<file path="config.mk">
export PLATFORM = sky130hd
export DESIGN_NAME = color_cmd_sequencer
export DESIGN_NICKNAME = d
export VERILOG_FILES = /design/src/rtl/color_cmd_sequencer.sv
export SDC_FILE = /design/constraint.sdc
export NUM_CORES = 1
export LEC_CHECK = 0
export BUFFER_PORTS_ARGS = -buffer_cell sky130_fd_sc_hd__buf_2
export CORE_UTILIZATION = 39
export DETAILED_ROUTE_END_ITERATION = 10
export GPL_ROUTABILITY_DRIVEN = 1
export SLEW_MARGIN = 0
export SYNTH_ARGS = -nofsm -noshare
export SYNTH_HDL_FRONTEND = slang
export SYNTH_SLANG_ARGS = --single-unit
</file>
<file path="constraint.sdc">
create_clock -name clk -period 2 [get_ports clk]
set_clock_uncertainty 0.2 [all_clocks]
set_input_delay 0.4 -clock clk [delete_from_list [all_inputs] [get_ports clk]]
set_output_delay 0.4 -clock clk [all_outputs]
set_load 0.02 [all_outputs]
</file>
<file path="src/rtl/color_cmd_sequencer.sv">
// color_cmd_sequencer
//
// Turns decoded PS/2 key events into committed colour commands. A colour key
// arms a pending selection. Enter commits it into a small show-ahead FIFO.
// Esc, or an optional timeout, abandons it. A downstream consumer drains the
// FIFO over a valid/ready handshake.
//
// Configuration macro: COLOR_SEL_TIMEOUT_EN
//   defined   : a timer limits how long a selection may stay armed (TIMEOUT cycles)
//   undefined : no timer; ARMED is left only by Enter or Esc; TIMEOUT is unused
//
// Parameters:
//   DEPTH   FIFO entries, power of two in 2..16
//   TIMEOUT selection lifetime in clk cycles, >= 2
//
// Ports:
//   clk, rst       clock and synchronous active-high reset
//   key_valid      one-cycle pulse per decoded key event
//   last_change    {extend, scancode[7:0]} of the event
//   key_is_down    1 = make, 0 = break
//   cmd_valid      FIFO non-empty
//   cmd_ready      consumer accepts the head entry
//   cmd_color      head colour id (4'hC when empty)
//   pending_color  armed colour id (4'hC when none armed)
//   fifo_full      FIFO holds DEPTH entries
//   fifo_count     number of occupied entries
//   drop_cnt       commits lost to a full FIFO, saturating at 255

module color_cmd_sequencer #(
  parameter int DEPTH   = 4,
  parameter int TIMEOUT = 50_000_000
) (
  input  logic                     clk,
  input  logic                     rst,
  input  logic                     key_valid,
  input  logic [8:0]               last_change,
  input  logic                     key_is_down,
  output logic                     cmd_valid,
  input  logic                     cmd_ready,
  output logic [3:0]               cmd_color,
  output logic [3:0]               pending_color,
  output logic                     fifo_full,
  output logic [$clog2(DEPTH):0]   fifo_count,
  output logic [7:0]               drop_cnt
);

  localparam int AW = $clog2(DEPTH);
  localparam int CW = AW + 1;
  localparam logic [3:0] NO_COLOR = 4'hC;

  // Reject illegal parameter combinations at elaboration time.
  if (DEPTH < 2 || DEPTH > 16 || (DEPTH & (DEPTH - 1)) != 0 || TIMEOUT < 2) begin : g_bad_params
    $error("color_cmd_sequencer: illegal DEPTH or TIMEOUT");
  end

  typedef enum logic [1:0] {
    IDLE  = 2'd0,
    ARMED = 2'd1,
    PUSH  = 2'd2
  } state_e;

  state_e            state_q, state_d;
  logic [3:0]        pending_q, pending_d;
  logic [3:0]        mem_q [DEPTH];
  logic [3:0]        mem_d [DEPTH];
  logic [AW-1:0]     wr_ptr_q, wr_ptr_d;
  logic [AW-1:0]     rd_ptr_q, rd_ptr_d;
  logic [CW-1:0]     count_q, count_d;
  logic [7:0]        drop_q, drop_d;

`ifdef COLOR_SEL_TIMEOUT_EN
  localparam int TW = (TIMEOUT > 2) ? $clog2(TIMEOUT) : 1;
  logic [TW-1:0]     timer_q, timer_d;
`endif

  logic       ev_used;
  logic       is_color, is_enter, is_esc;
  logic [3:0] color_id;
  logic       color_ev, enter_ev, esc_ev;
  logic       push_req, pop, do_push, drop;

  // Only make events of non-extended codes reach the FSM; everything else is
  // filtered here so the FSM never sees breaks or E0-prefixed keys.
  always_comb begin
    ev_used  = key_valid && key_is_down && !last_change[8];
    is_color = 1'b0;
    is_enter = 1'b0;
    is_esc   = 1'b0;
    color_id = NO_COLOR;
    case (last_change[7:0])
      8'h2D: begin is_color = 1'b1; color_id = 4'h0; end
      8'h2C: begin is_color = 1'b1; color_id = 4'h1; end
      8'h35: begin is_color = 1'b1; color_id = 4'h2; end
      8'h3C: begin is_color = 1'b1; color_id = 4'h3; end
      8'h2B: begin is_color = 1'b1; color_id = 4'h4; end
      8'h34: begin is_color = 1'b1; color_id = 4'h5; end
      8'h33: begin is_color = 1'b1; color_id = 4'h6; end
      8'h3B: begin is_color = 1'b1; color_id = 4'h7; end
      8'h2A: begin is_color = 1'b1; color_id = 4'h8; end
      8'h31: begin is_color = 1'b1; color_id = 4'h9; end
      8'h32: begin is_color = 1'b1; color_id = 4'hA; end
      8'h3A: begin is_color = 1'b1; color_id = 4'hB; end
      8'h5A: is_enter = 1'b1;
      8'h76: is_esc   = 1'b1;
      default: ;
    endcase
    color_ev = ev_used && is_color;
    enter_ev = ev_used && is_enter;
    esc_ev   = ev_used && is_esc;
  end

  // Selection FSM. In ARMED a real key event outranks timer expiry; ignored
  // keys let the timer keep running. PUSH lasts one cycle and ignores keys.
  always_comb begin
    state_d   = state_q;
    pending_d = pending_q;
    push_req  = 1'b0;
`ifdef COLOR_SEL_TIMEOUT_EN
    timer_d   = timer_q;
`endif
    case (state_q)
      IDLE: begin
        if (color_ev) begin
          pending_d = color_id;
          state_d   = ARMED;
`ifdef COLOR_SEL_TIMEOUT_EN
          timer_d   = '0;
`endif
        end
      end
      ARMED: begin
        if (color_ev) begin
          pending_d = color_id;
`ifdef COLOR_SEL_TIMEOUT_EN
          timer_d   = '0;
`endif
        end else if (enter_ev) begin
          state_d = PUSH;
        end else if (esc_ev) begin
          pending_d = NO_COLOR;
          state_d   = IDLE;
`ifdef COLOR_SEL_TIMEOUT_EN
        end else if (timer_q == TW'(TIMEOUT - 1)) begin
          pending_d = NO_COLOR;
          state_d   = IDLE;
        end else begin
          timer_d = timer_q + TW'(1);
`endif
        end
      end
      PUSH: begin
        push_req  = 1'b1;
        pending_d = NO_COLOR;
        state_d   = IDLE;
      end
      default: begin
        pending_d = NO_COLOR;
        state_d   = IDLE;
      end
    endcase
  end

  // FIFO bookkeeping. A pop in the PUSH cycle frees the slot being written,
  // so a full FIFO can still accept the commit without losing it.
  always_comb begin
    cmd_valid  = (count_q != '0);
    fifo_full  = (count_q == CW'(DEPTH));
    pop        = cmd_valid && cmd_ready;
    do_push    = push_req && (!fifo_full || pop);
    drop       = push_req && fifo_full && !pop;
    mem_d      = mem_q;
    wr_ptr_d   = wr_ptr_q;
    rd_ptr_d   = rd_ptr_q;
    count_d    = count_q;
    drop_d     = drop_q;
    if (do_push) begin
      mem_d[wr_ptr_q] = pending_q;
      wr_ptr_d        = wr_ptr_q + AW'(1);
    end
    if (pop) begin
      rd_ptr_d = rd_ptr_q + AW'(1);
    end
    case ({do_push, pop})
      2'b10:   count_d = count_q + CW'(1);
      2'b01:   count_d = count_q - CW'(1);
      default: count_d = count_q;
    endcase
    if (drop && drop_q != 8'hFF) begin
      drop_d = drop_q + 8'd1;
    end
    cmd_color     = cmd_valid ? mem_q[rd_ptr_q] : NO_COLOR;
    pending_color = pending_q;
    fifo_count    = count_q;
    drop_cnt      = drop_q;
  end

  // Control and status registers with synchronous reset.
  always_ff @(posedge clk) begin
    if (rst) begin
      state_q   <= IDLE;
      pending_q <= NO_COLOR;
      wr_ptr_q  <= '0;
      rd_ptr_q  <= '0;
      count_q   <= '0;
      drop_q    <= '0;
`ifdef COLOR_SEL_TIMEOUT_EN
      timer_q   <= '0;
`endif
    end else begin
      state_q   <= state_d;
      pending_q <= pending_d;
      wr_ptr_q  <= wr_ptr_d;
      rd_ptr_q  <= rd_ptr_d;
      count_q   <= count_d;
      drop_q    <= drop_d;
`ifdef COLOR_SEL_TIMEOUT_EN
      timer_q   <= timer_d;
`endif
    end
  end

  // FIFO storage needs no reset: entries are only visible while count > 0.
  always_ff @(posedge clk) begin
    mem_q <= mem_d;
  end

endmodule
</file>
-- Word-level counts from Yosys, hierarchy flattened
Index checks and enable logic that the tools add are counted.
- mux-type cells: 23
- order comparisons: 3
- reduce and logical (&&, ||, !) cells: 21
- add/subtract/negate cells: 5
- eq/ne operators: 25
- bitwise operators: 2
- operators with widths (kind ; number):
    $eq 8x6->1 const B ; 12
    $pmux 4 s12 ; 1
    $mux 4 ; 8
    $bwmux 16 ; 1
    $eq 8x7->1 const B ; 2
    $reduce_or 12->1 ; 1
    $logic_and 1x1->1 ; 11
    $ne 3x3->1 const B ; 3
    $add 8x1->8 const B ; 1
    $bmux 4 s2 ; 1
    $demux 4 s2 ; 1
    $mux 2 ; 4
    $ne 8x8->1 const B ; 1
    $pmux 4 s2 ; 1
    $ge 3x3->1 const B ; 2
    $not 2->3 ; 2
    $pmux 3 s2 ; 1
    $reduce_and 3->1 ; 2
    $add 2x1->2 const B ; 2
    $eq 2x1->1 const B ; 2
    $eq 2x2->1 const B ; 2
    $mux 1 ; 4
    $ne 2x2->1 const B ; 2
    $pmux 2 s2 ; 1
    other kinds (9) ; 11
- input port bits: 14
- output and inout port bits: 21
- logic and storage cells: 89
- register bits after elaboration: 37

-- Depth between registers and ports, before layout
Gate-level depths: netlist of run 1.
- depth in word-level cells: 7
- depth in mapped cells: 8
- gate-level depth less buffers: 8

-- Worst setup path before layout of run 1
No wires, ideal clock.
- kind: flip-flop to flip-flop
- start point: register count_q[0] (netlist: fifo_count[0])
- end point: register count_q[2] (netlist: fifo_count[2])
- buffers on the path: 0
- period minus slack after synthesis: 2.434 ns
- arrival time: 2.107 ns
- required time: 1.672 ns
- slack: -0.434 ns
- cell stages (with the launch flop): 8
- setup time: 0.128 ns
- cell sequence: dfxtp_1 -> nor3_1 -> inv_1 -> nand3_1 -> fa_1 -> or3_1 -> a311oi_1 -> nor2_1
- cells in the longest elaborated chain, start to end: 6
- elaborated cells between the ends (all ways): 12
- classes of those cells: 2 x add/sub; 3 x eq/ne; 1 x mux; 6 x reduce/logical
- ends and longest elaborated chain (item ; RTL line ; RTL):
    start: declaration ; 68 ; logic [CW-1:0] count_q, count_d;
    start signal: assignment ; 214 ; count_q <= count_d;
    $reduce_bool 3->1 (*) ; 166 ; cmd_valid = (count_q != '0);
    via cmd_valid ; 38 ; output logic cmd_valid,
    $logic_and 1x1->1 (*) ; 168 ; pop = cmd_valid && cmd_ready;
    $logic_or 1x1->1 ; 169 ; do_push = push_req && (!fifo_full || pop);
    $logic_and 1x1->1 ; 169 ;
    $eq 2x1->1 or $eq 2x2->1 (tied branches) ; 183 ; case ({do_push, pop})
    $pmux 3 s2 or $reduce_bool 2->1 (tied branches) ; - ;
Mark *: on every way through the listed nets, which the timed path passes. The rest lies on a longest branch.
A chain may end at the register's enable or synchronous reset.

-- Worst setup path after layout of run 1
- start point: register rd_ptr_q[0]
- end point: output port cmd_color[0]
- cells in the longest elaborated chain, start to end: 5
- ends and longest elaborated chain (item ; RTL line ; RTL):
    start: declaration ; 67 ; logic [AW-1:0] rd_ptr_q, rd_ptr_d;
    start signal: assignment ; 213 ; rd_ptr_q <= rd_ptr_d;
    $not 2->3 (implied by the code) ; 191 ; cmd_color = cmd_valid ? mem_q[rd_ptr_q] : NO_COLOR;
    $bmux 4 s2 ; 191 ;
    $mux 4 (implied by the code) (2 in series) ; 191 ;
    $mux 4 ; 191 ;
    end: declaration ; 40 ; output logic [3:0] cmd_color,
Every way passes these cells. The select of a mux whose other input is x is not followed.

==> results.sh, run 1 <==
export IMPL_port_buffers=34
export IMPL_fin_util_pct=52.10
export IMPL_cp_delay_by_family_top="multiplexers"
export IMPL_synth_most_common_cell="dfxtp_1"
export IMPL_routedWlPerCell_um=12.71
export IMPL_num_nets_final=245
export IMPL_power_density_nw_per_um2=970.2
export IMPL_sequentialPowerShare_pct=39.6
export IMPL_switching_fraction_of_total_power_pct=31.49
export IMPL_timing_setup_tns_ns=-0.4732
export IMPL_fin_crit_sh_pct=106.1
export IMPL_grt_use_total_pct=14.89
export IMPL_place_worst_setup_slack_ns=-0.04176
export IMPL_tritoncts_clock_tree="built"
export IMPL_detailroute_via_count=1462
export IMPL_timing_critical_path_from_type="register"
export IMPL_grt_first_pass_wirelength_um=5934
export IMPL_grt_util_met3_pct=3.561
export IMPL_pwr_share_clk_pct=23.7
export IMPL_post_synth_instance_area_um2=1857
export IMPL_floorplan_die_area_um2=5041
export IMPL_clk_transition_reported_paths_ns=0.07
export IMPL_setup_viol=4
export IMPL_status="complete, but fails checks"
export IMPL_cp_end_kind="output port"
export IMPL_syn_instance_count=176
export IMPL_path_common_cell="buf_6"
export IMPL_power_internal_mw=1.549
export IMPL_met1_usage_pct=17.21
export IMPL_synth_async_sr_flop_share_pct=0
export IMPL_power_frac_comb_pct=36.8
export IMPL_wl_um=3534
export IMPL_hpwlAfterDp_um=2732
export IMPL_drcViolationCount=0
export IMPL_final_layout_size_suffix_gt1_share_pct=34.07
export IMPL_initial_cell_density_of_the_core_pct=41.50
export IMPL_critPathBufInv=2
export IMPL_leading_post_synthesis_cells_by_cell_area="edfxtp_1 26%, dfxtp_1 23%, mux4_2 4.9%, xnor2_1 4.2%, nor2_1 3.8%"
export IMPL_synthesis_nets=196
export IMPL_cp_max_fo=4
export IMPL_hold_path_class="in -> reg"
export IMPL_synth_top_cells_by_count="21 x dfxtp_1, 19 x nor2_1, 16 x edfxtp_1"
export IMPL_rows=24
export IMPL_vias_in_the_first_global_route=1410
export IMPL_power_leakage_nw=0.8761
export IMPL_final_hold_violation_count=0
export IMPL_layout_setup_ws_ns=-0.1227
export IMPL_worst_slew_margin_rel_pct=64.61
export IMPL_synth_edff_count=16
export IMPL_syn_avg_cell_area_um2=10.55
export IMPL_synth_distinct_cells=42
export IMPL_max_slew_violations=0
export IMPL_grt_setup_unrepaired="true"
export IMPL_ys_warnings_count=0
export IMPL_cell_chosen_for_the_clock_root="clkbuf_8"
export IMPL_crit_chain="buf_6 > mux4_2 > and2_4 > buf_6"
export IMPL_io_pins=35
export IMPL_grt_max_degree=22
export IMPL_synth_ff_latch_count=37
export IMPL_clock_sinks=37
export IMPL_clk_latency_ns=0.28
export IMPL_violations="negative setup slack"
export IMPL_clock_path_buffers=2
export IMPL_vias_per_cell=5.259
export IMPL_postRouteAntennaNets=0
export IMPL_final_fill_count=410
export IMPL_cts_hold_repair_buffers=0
export IMPL_worstSetupPathType="reg -> out"
export IMPL_antenna_fix_cells=0
export IMPL_die_width_um=71
export IMPL_critPathRequiredTime_ns=1.40
export IMPL_cp_arrival_ns=1.52
export IMPL_sequential_share_of_the_synthesized_area_pct=48.52
export IMPL_power_ir_vdd_worst_mv=0.5385
export IMPL_synth_largest_area_cell="edfxtp_1"
export IMPL_htreeDepth=2
export IMPL_core_area_um2=4474
export IMPL_cts_buffers_inserted=5
export IMPL_synth_top_flop_cell="dfxtp_1"
export IMPL_grt_overflow_total=0
export IMPL_gp_congestion=0.7680
export IMPL_first_iter_violations=51
export IMPL_busiest_layer="met2"
export IMPL_antenna_found_initial=0
export IMPL_fin_worst_hold_slack_ns=0.2642
export IMPL_maximum_capacitance_violations=0
export IMPL_total_switching_power_uw=712.1
export IMPL_clock_fmax_mhz=471.1
export IMPL_die_height_um=71
export IMPL_crit_path_top_delay_cell="mux4_2"
export IMPL_final_period_minus_worst_setup_slack_ns=2.123
export IMPL_drt_pass1_iter_count=6
export IMPL_power_mw=2.261
export IMPL_worst_slew_pin_tran_ns=0.5288
export IMPL_grt_met2_usage_pct=25.96
export IMPL_slowest_delay_ns=0.48
export IMPL_netlist_area_leader_share_pct=25.88
export IMPL_flow_area_growth_from_synthesis_pct=25.54
[worst min-delay path: stages]
cell,delay (ns)
buf_2,0.13
o211ai_1,0.10
mux2i_1,0.07
[metal layers]
| metal | wire length [um] | up-vias |
|---|---|---|
| met1 | 1588 | 680 |
| met5 | 0 | - |
| li1 | - | 733 |
| met3 | 148 | 7 |
| met4 | 91 | 0 |
| met2 | 1706 | 42 |
[cells in the final DEF, fill, tap and decap left out, types with 2 or more instances in the layout]
cell,count
buf_2,30
nor2_1,19
dfxtp_1,17
edfxtp_1,16
buf_4,12
nand2_1,9
nor3_1,9
xnor2_1,9
nand3_1,7
inv_1,6
o21ai_0,6
clkbuf_8,6
and2_1,5
nand2b_1,5
a21oi_1,5
ha_1,5
buf_6,5
mux4_2,4
mux2i_1,4
dfxtp_4,4
nor2b_1,3
nand4_1,3
nor3b_1,3
inv_2,2
or2_4,2
and2_4,2
a31oi_1,2
nand4b_1,2
xor2_1,2
or3_1,2
[timing repair]
item                                    in CTS  in global routing
resized for setup                           15                  2
pin swaps                                    3                  0
hold endpoints to repair                     0                  0
endpoints found under the setup margin       5                  8
setup buffers                                1                  0
[flip-flops by register name, indices dropped and copies added, names as in the netlist]
signal	cells
drop_cnt	8
fifo_count	3
mem_q	16
pending_color	4
rd_ptr_q	2
state_q	2
wr_ptr_q	2
[area by class of cell]
cell class | count | area, um2 | area share [%]
tap | 52 | 65.06 | 2.791
timing repair buffer | 47 | 296.5 | 12.72
multi-input combinational | 126 | 927.1 | 39.77
inverter | 8 | 30.03 | 1.288
sequential | 37 | 915.9 | 39.29
clock buffer | 6 | 82.58 | 3.543
clock inverter | 2 | 13.76 | 0.5904
[logic make-up after synthesis]
group | after synthesis | synth area share, %
AND/OR/NAND/NOR | 79 | 23.65
flip-flops | 37 | 48.52
AO/OA/AOI/OAI | 22 | 8.356
buffers and inverters | 13 | 2.830
XOR/XNOR | 11 | 5.189
multiplexers | 8 | 7.008
adder cells (fa/ha/maj) | 6 | 4.447
[worst paths after layout]
check / start / endpoint / slack [ns] / cells past startpoint
worst max-delay path: rd_ptr_q[0]$_SDFFE_PP0P_ / cmd_color[0] / -0.12 / 4
worst min-delay path: last_change[4] / pending_color[1]$_SDFFE_PP0P_ / 0.26 / 3
worst max register to register: fifo_count[0]$_SDFFE_PP0P_ / fifo_count[2]$_SDFFE_PP0P_ / 0.05 / 7
worst min register to register: wr_ptr_q[1]$_SDFFE_PP0P_ / wr_ptr_q[1]$_SDFFE_PP0P_ / 0.32 / 2
[through the flow]
step	area, um2	instances
2_1_floorplan	1872	176
3_3_place_gp	2173	269
3_5_place_dp	2173	269
4_1_cts	2320	278
5_1_grt	2331	278
6_report	2331	278
[power by group through the flow]
stage / Sequential (mW) / Clock [mW] / Combinational (mW)
final: 0.895 / 0.535 / 0.831
after global placement: 0.897 / 0 / 0.672
after global routing: 0.903 / 0.571 / 0.904
after floorplan: 0.907 / 0 / 0.459
after detailed placement: 0.902 / 0 / 0.687
after CTS: 0.891 / 0.547 / 0.834
Note: power is estimated with default switching activity, not from simulation.
==> inputs of run 2 (changes only) <==
ABC_AREA = 1   (was unset)
==> run 2 against run 1 <==
  * The run now ends clean
  * Combinational power decreased by 21%
  * Clock-buffer cell count fell by 1
  * Sequential share of layout area is 2.2 points lower
==> results.sh, run 2 <==
export IMPL_status="completed"
export IMPL_final_fill_count=517
export IMPL_worst_slew_margin_rel_pct=68.50
export IMPL_path_common_cell="nor2_1"
export IMPL_grt_max_degree=18
export IMPL_clock_path_buffers=2
export IMPL_met1_usage_pct=19.44
export IMPL_vias_per_cell=4.614
export IMPL_wl_um=3938
export IMPL_num_nets_final=322
export IMPL_die_width_um=74.32
export IMPL_final_hold_violation_count=0
export IMPL_gp_congestion=0.8270
export IMPL_core_area_um2=4880
export IMPL_netlist_area_leader_share_pct=23.56
export IMPL_grt_util_met3_pct=4.065
export IMPL_timing_critical_path_from_type="register"
export IMPL_postRouteAntennaNets=0
export IMPL_synth_top_cells_by_count="43 x nor2_1, 36 x nand2_1, 34 x inv_1"
export IMPL_synthesis_nets=279
export IMPL_cp_max_fo=10
export IMPL_power_mw=2.162
export IMPL_synth_top_flop_cell="dfxtp_1"
export IMPL_cell_chosen_for_the_clock_root="clkbuf_8"
export IMPL_grt_overflow_total=0
export IMPL_timing_setup_tns_ns=0
export IMPL_critPathRequiredTime_ns=1.40
export IMPL_power_ir_vdd_worst_mv=0.3762
export IMPL_grt_setup_unrepaired="true"
export IMPL_grt_first_pass_wirelength_um=6417
export IMPL_hold_path_class="in -> reg"
export IMPL_setup_viol=0
export IMPL_final_cell_area_um2=2454
export IMPL_power_leakage_nw=1.077
export IMPL_place_worst_setup_slack_ns=0.08064
export IMPL_layout_setup_ws_ns=0.06590
export IMPL_syn_avg_cell_area_um2=7.874
export IMPL_busiest_layer="met2"
export IMPL_critPathBufInv=2
export IMPL_sequential_share_of_the_synthesized_area_pct=44.17
export IMPL_leading_post_synthesis_cells_by_cell_area="edfxtp_1 24%, dfxtp_1 21%, nor2_1 7.9%, nand2_1 6.6%, inv_1 6.3%"
export IMPL_power_density_nw_per_um2=881.3
export IMPL_clk_transition_reported_paths_ns=0.07
export IMPL_flow_area_growth_from_synthesis_pct=20.31
export IMPL_cts_buffers_inserted=5
export IMPL_cp_arrival_ns=1.33
export IMPL_slowest_delay_ns=0.37
export IMPL_instance_area_after_placement_um2=2308
export IMPL_antenna_found_initial=0
export IMPL_synth_most_common_cell="nor2_1"
export IMPL_clock_sinks=37
export IMPL_clk_latency_ns=0.29
export IMPL_synth_distinct_cells=30
export IMPL_final_layout_size_suffix_gt1_share_pct=28.71
export IMPL_max_slew_violations=0
export IMPL_cp_delay_by_family_top="flip-flops"
export IMPL_io_pins=35
export IMPL_synth_edff_count=16
export IMPL_post_synth_instance_area_um2=2039
export IMPL_crit_chain="clkinv_2 > nor2_1 > nor2_1 > o21ai_0 > o311ai_1 > buf_2"
export IMPL_floorplan_die_area_um2=5523
export IMPL_largest_register="mem_q"
export IMPL_worst_slew_pin_tran_ns=0.4720
export IMPL_vias_in_the_first_global_route=1505
export IMPL_hpwlAfterDp_um=2951
export IMPL_maximum_capacitance_violations=0
export IMPL_routedWlPerCell_um=10.64
export IMPL_layout_cells_most_common="nor2_1"
export IMPL_die_height_um=74.32
export IMPL_antenna_fix_cells=0
export IMPL_crit_path_top_delay_cell="dfxtp_1"
export IMPL_port_buffers=34
export IMPL_tritoncts_clock_tree="built"
export IMPL_synth_largest_area_cell="edfxtp_1"
export IMPL_grt_use_total_pct=15.38
export IMPL_largest_register_ff_count=16
export IMPL_ys_warnings_count=0
export IMPL_syn_instance_count=259
export IMPL_worstSetupPathType="reg -> out"
export IMPL_synth_async_sr_flop_share_pct=0
export IMPL_detailroute_via_count=1707
export IMPL_final_period_minus_worst_setup_slack_ns=1.934
export IMPL_initial_cell_density_of_the_core_pct=41.79
export IMPL_fin_crit_sh_pct=96.71
export IMPL_cp_end_kind="output port"
export IMPL_rows=25
export IMPL_first_iter_violations=135
export IMPL_drt_pass1_iter_count=4
export IMPL_fin_worst_hold_slack_ns=0.1322
export IMPL_htreeDepth=2
export IMPL_synth_ff_latch_count=37
export IMPL_clock_fmax_mhz=517.0
export IMPL_drcViolationCount=0
export IMPL_grt_met2_usage_pct=24.24
export IMPL_layout_common_cells="41 x nor2_1, 36 x nand2_1, 34 x inv_1, 32 x buf_2, 18 x dfxtp_1"
run 2: cell count changes after synthesis, sizes merged, moves of 5 or more:
cell / before / now
a21oi: 5 / 18
nand2: 9 / 47
nor2: 19 / 52
xnor2: 9 / 1
nand2b: 5 / 0
nand4: 3 / 8
nor3: 10 / 5
nand3: 7 / 17
o21ai: 6 / 18
inv: 8 / 42
and2: 7 / 0
run 2: cell type report:
cell class / count / area [um2] / area share, %
flip-flops and latches: 37 / 909.6 / 37.07
repair buffers: 38 / 209.0 / 8.516
well taps: 67 / 83.83 / 3.417
multi-input cells: 177 / 978.4 / 39.88
clock inverters: 3 / 41.29 / 1.683
clock buffers: 5 / 68.82 / 2.805
inverters: 43 / 162.7 / 6.629
run 2: timing repair:
action | 4_1_cts | 5_1_grt
hold buffers | 0 | 0
setup endpoints to repair | 3 | 5
buffers inserted | 0 | 1
gates resized for setup | 1 | 11
pin swaps | 0 | 1
run 2: cell families (layout without fill, tap and decap cells):
logic type                 Yosys count  after routing  share of synthesized area, %
buffers and inverters               45             89                         8.405
and+or+nand+nor                    130            130                         32.21
DFF                                 37             37                         44.17
xor gates and xnor gates             1              1                        0.4295
adders and majority gates            6              6                         4.049
AOI/OAI and AO/OA                   40             40                         10.74
run 2: worst paths after layout:
kind,depth (start not counted),slack [ns],endpoint,from
setup reg to reg,10,0.12,fifo_count[2]$_SDFFE_PP0P_,fifo_count[0]$_SDFFE_PP0P_
hold reg to reg,2,0.27,drop_cnt[4]$_SDFFE_PP0P_,drop_cnt[4]$_SDFFE_PP0P_
hold / removal,2,0.13,drop_cnt[7]$_SDFFE_PP0P_,rst
setup / recovery,6,0.07,cmd_color[3],rd_ptr_q[0]$_SDFFE_PP0P_
run 2: power breakdown:
group	internal, mW	switching, mW	total [mW]
clock	0.367	0.269	0.636
sequential	0.827	0.0411	0.868
combinational	0.245	0.413	0.658
run 2: worst reg2reg max path, cell delays in order, from the launching register on:
cell     delay, ns
dfxtp_4       0.38
inv_1         0.09
nand3_2       0.09
nand2_1       0.11
nor2_2        0.15
inv_1         0.08
fa_2          0.36
nor2_2        0.13
a21oi_2       0.05
o21ai_1       0.12
a21oi_1       0.05
run 2: routing by layer:
metal	vias up	wire [um]
li1	928	-
met1	733	1944
met2	40	1737
met3	6	183
met4	0	73
met5	-	0
run 2: stage by stage:
stage	utilization, %	std cells
2_1_floorplan	-	259
3_3_place_gp	47.31	361
3_5_place_dp	47.31	361
4_1_cts	49.59	369
5_1_grt	50.28	370
6_report	50.28	370
==> inputs of run 3 (changes only) <==
==> constraint.sdc (replaced) <==
create_clock -name clk -period 1.9 [get_ports clk]
set_clock_uncertainty 0.2 [all_clocks]
set_input_delay 0.19 -clock clk [delete_from_list [all_inputs] [get_ports clk]]
set_output_delay 0.19 -clock clk [all_outputs]
set_load 0.02 [all_outputs]
==> run 3 against run 2 <==
  * Hold slack worse by 0.096 ns
  * Design area is 0.66% higher
  * Core utilization increased by 0.33 points
  * Clock power shrank 13%
  * Global-route usage increased by 0.50 points
  * Via count is 1.2% higher
  * Flip-flop and latch count stayed put
  * First-iteration DRC count is 46% lower
  * Power rose by 0.92%
==> results.sh, run 3 (same netlist as run 2, synthesis figures left out) <==
export IMPL_power_leakage_nw=1.086
export IMPL_layout_common_cells="40 x nor2_1, 36 x nand2_1, 34 x buf_2, 32 x inv_1, 18 x dfxtp_1"
export IMPL_final_period_minus_worst_setup_slack_ns=1.810
export IMPL_grt_use_total_pct=15.88
export IMPL_die_width_um=74.32
export IMPL_die_height_um=74.32
export IMPL_hold_path_class="in -> reg"
export IMPL_num_nets_final=326
export IMPL_wl_um=3845
export IMPL_slowest_delay_ns=0.37
export IMPL_worstSetupPathType="reg -> reg"
export IMPL_port_buffers=34
export IMPL_worst_r2r_path_depth=10
export IMPL_drt_pass1_iter_count=4
export IMPL_crit_chain="inv_2 > nand3_4 > nand2_1 > nor2_2 > inv_1 > fa_2 > nor2_2 > a21oi_2 > o21ai_1 > a21oi_1"
export IMPL_htreeDepth=2
export IMPL_fin_crit_sh_pct=95.29
export IMPL_cp_max_fo=4
export IMPL_grt_setup_unrepaired="true"
export IMPL_register_to_register_path_setup_slack_ns=0.09
export IMPL_first_iter_violations=73
export IMPL_max_slew_violations=0
export IMPL_timing_critical_path_from_type="register"
export IMPL_vias_in_the_first_global_route=1551
export IMPL_cell_chosen_for_the_clock_root="clkbuf_8"
export IMPL_terminus_of_the_critical_flop_to_flop_path="fifo_count[2]$_SDFFE_PP0P_"
export IMPL_worst_slew_margin_rel_pct=68.12
export IMPL_crit_path_top_delay_cell="dfxtp_4"
export IMPL_antenna_fix_cells=0
export IMPL_largest_register_ff_count=16
export IMPL_critPathBufInv=2
export IMPL_clock_sinks=37
export IMPL_cts_buffers_inserted=5
export IMPL_rows=25
export IMPL_cp_delay_by_family_top="simple AND/OR/NAND/NOR gates"
export IMPL_flow_area_growth_from_synthesis_pct=21.10
export IMPL_path_common_cell="nor2_2"
export IMPL_initial_cell_density_of_the_core_pct=41.79
export IMPL_drcViolationCount=0
export IMPL_largest_register="mem_q"
export IMPL_grt_max_degree=18
export IMPL_power_ir_vdd_worst_mv=0.5399
export IMPL_floorplan_die_area_um2=5523
export IMPL_clk_latency_ns=0.28
export IMPL_cp_endpoint="fifo_count[2]$_SDFFE_PP0P_"
export IMPL_clk_transition_reported_paths_ns=0.07
export IMPL_cp_startpoint="fifo_count[1]$_SDFFE_PP0P_"
export IMPL_clock_path_buffers=2
export IMPL_timing_critical_path_depth=10
export IMPL_instance_area_after_placement_um2=2337
export IMPL_setup_viol=0
export IMPL_final_hold_violation_count=0
export IMPL_core_area_um2=4880
export IMPL_critPathRequiredTime_ns=1.87
export IMPL_hpwlAfterDp_um=2989
export IMPL_tritoncts_clock_tree="built"
export IMPL_fin_util_pct=50.62
export IMPL_postRouteAntennaNets=0
export IMPL_detailroute_via_count=1728
export IMPL_cp_end_kind="register"
export IMPL_gp_congestion=0.8433
export IMPL_status="completed"
export IMPL_final_cell_area_um2=2470
export IMPL_io_pins=35
export IMPL_vias_per_cell=4.620
export IMPL_maximum_capacitance_violations=0
export IMPL_power_density_nw_per_um2=883.5
export IMPL_worst_slew_pin_tran_ns=0.4776
export IMPL_clock_fmax_mhz=552.3
export IMPL_routedWlPerCell_um=10.28
export IMPL_layout_cells_most_common="nor2_1"
export IMPL_grt_overflow_total=0
export IMPL_cp_arrival_ns=1.78
export IMPL_antenna_found_initial=0
export IMPL_grt_first_pass_wirelength_um=6624
export IMPL_final_layout_size_suffix_gt1_share_pct=29.97
export IMPL_r2r_start="fifo_count[1]$_SDFFE_PP0P_"
[run 3: cell count changes in the layout (fill, tap and decap cells not counted), moves of 2 or more]
| cell | before | now |
|---|---|---|
| inv_2 | 8 | 10 |
| buf_4 | 5 | 7 |
| inv_1 | 34 | 32 |
| clkbuf_1 | 0 | 2 |
| buf_2 | 32 | 34 |
[run 3: worst min path at each step]
stage,start,end,slack [ns],cells after the start
2_1_floorplan,rst,drop_cnt[7]$_SDFFE_PP0P_,0.06,1
3_3_place_gp,rst,state_q[0]$_SDFFE_PP0P_,0.24,2
3_5_place_dp,rst,drop_cnt[7]$_SDFFE_PP0P_,0.23,2
4_1_cts,last_change[7],state_q[1]$_SDFFE_PP0P_,0.03,4
5_1_grt,last_change[7],state_q[1]$_SDFFE_PP0P_,0.07,4
6_report,last_change[7],state_q[1]$_SDFFE_PP0P_,0.04,4
[run 3: metal layers]
layer | track usage, % | wire length (um) | vias to the layer above
met3 | 4.065 | 137 | 6
met4 | 6.918 | 69 | 0
met2 | 26.87 | 1795 | 33
met1 | 19.13 | 1843 | 753
met5 | 0 | 0 | -
li1 | - | - | 936
[run 3: final cells by class]
cell class,count,area (um2)
multi-input combinational,177,988.4
timing repair buffer,42,232.7
tap,67,83.83
clock buffer,8,90.09
inverter,43,165.2
sequential,37,909.6
fill,489,2410
[run 3: repair_timing]
action,in CTS,in global routing
endpoints found under the setup margin,0,3
hold endpoints to repair,4,0
hold buffers,1,0
buffers inserted,0,2
resized for setup,0,9
[run 3: metrics by stage]
step | setup slack [ns] | hold slack (ns) | TNS, ns | instances | total power, mW
after global placement | 0.1151 | 0.2366 | 0 | 363 | 1.586
after floorplan | 0.005572 | 0.05907 | 0 | 259 | 1.364
after CTS | 0.04967 | 0.02894 | 0 | 372 | 2.159
final | 0.08953 | 0.03615 | 0 | 374 | 2.182
after detailed placement | 0.07299 | 0.2319 | 0 | 363 | 1.596
after global routing | -0.05308 | 0.06713 | -0.05308 | 374 | 2.332
[run 3: where the power goes]
part	switching [mW]	internal, mW
Clock	0.261	0.296
Sequential	0.0433	0.872
Combinational	0.438	0.273
[run 3: tightest hold or removal path, cell delays in order]
cell	delay (ns)
buf_2	0.10
nor3_1	0.06
nand2_1	0.08
nor3_1	0.05
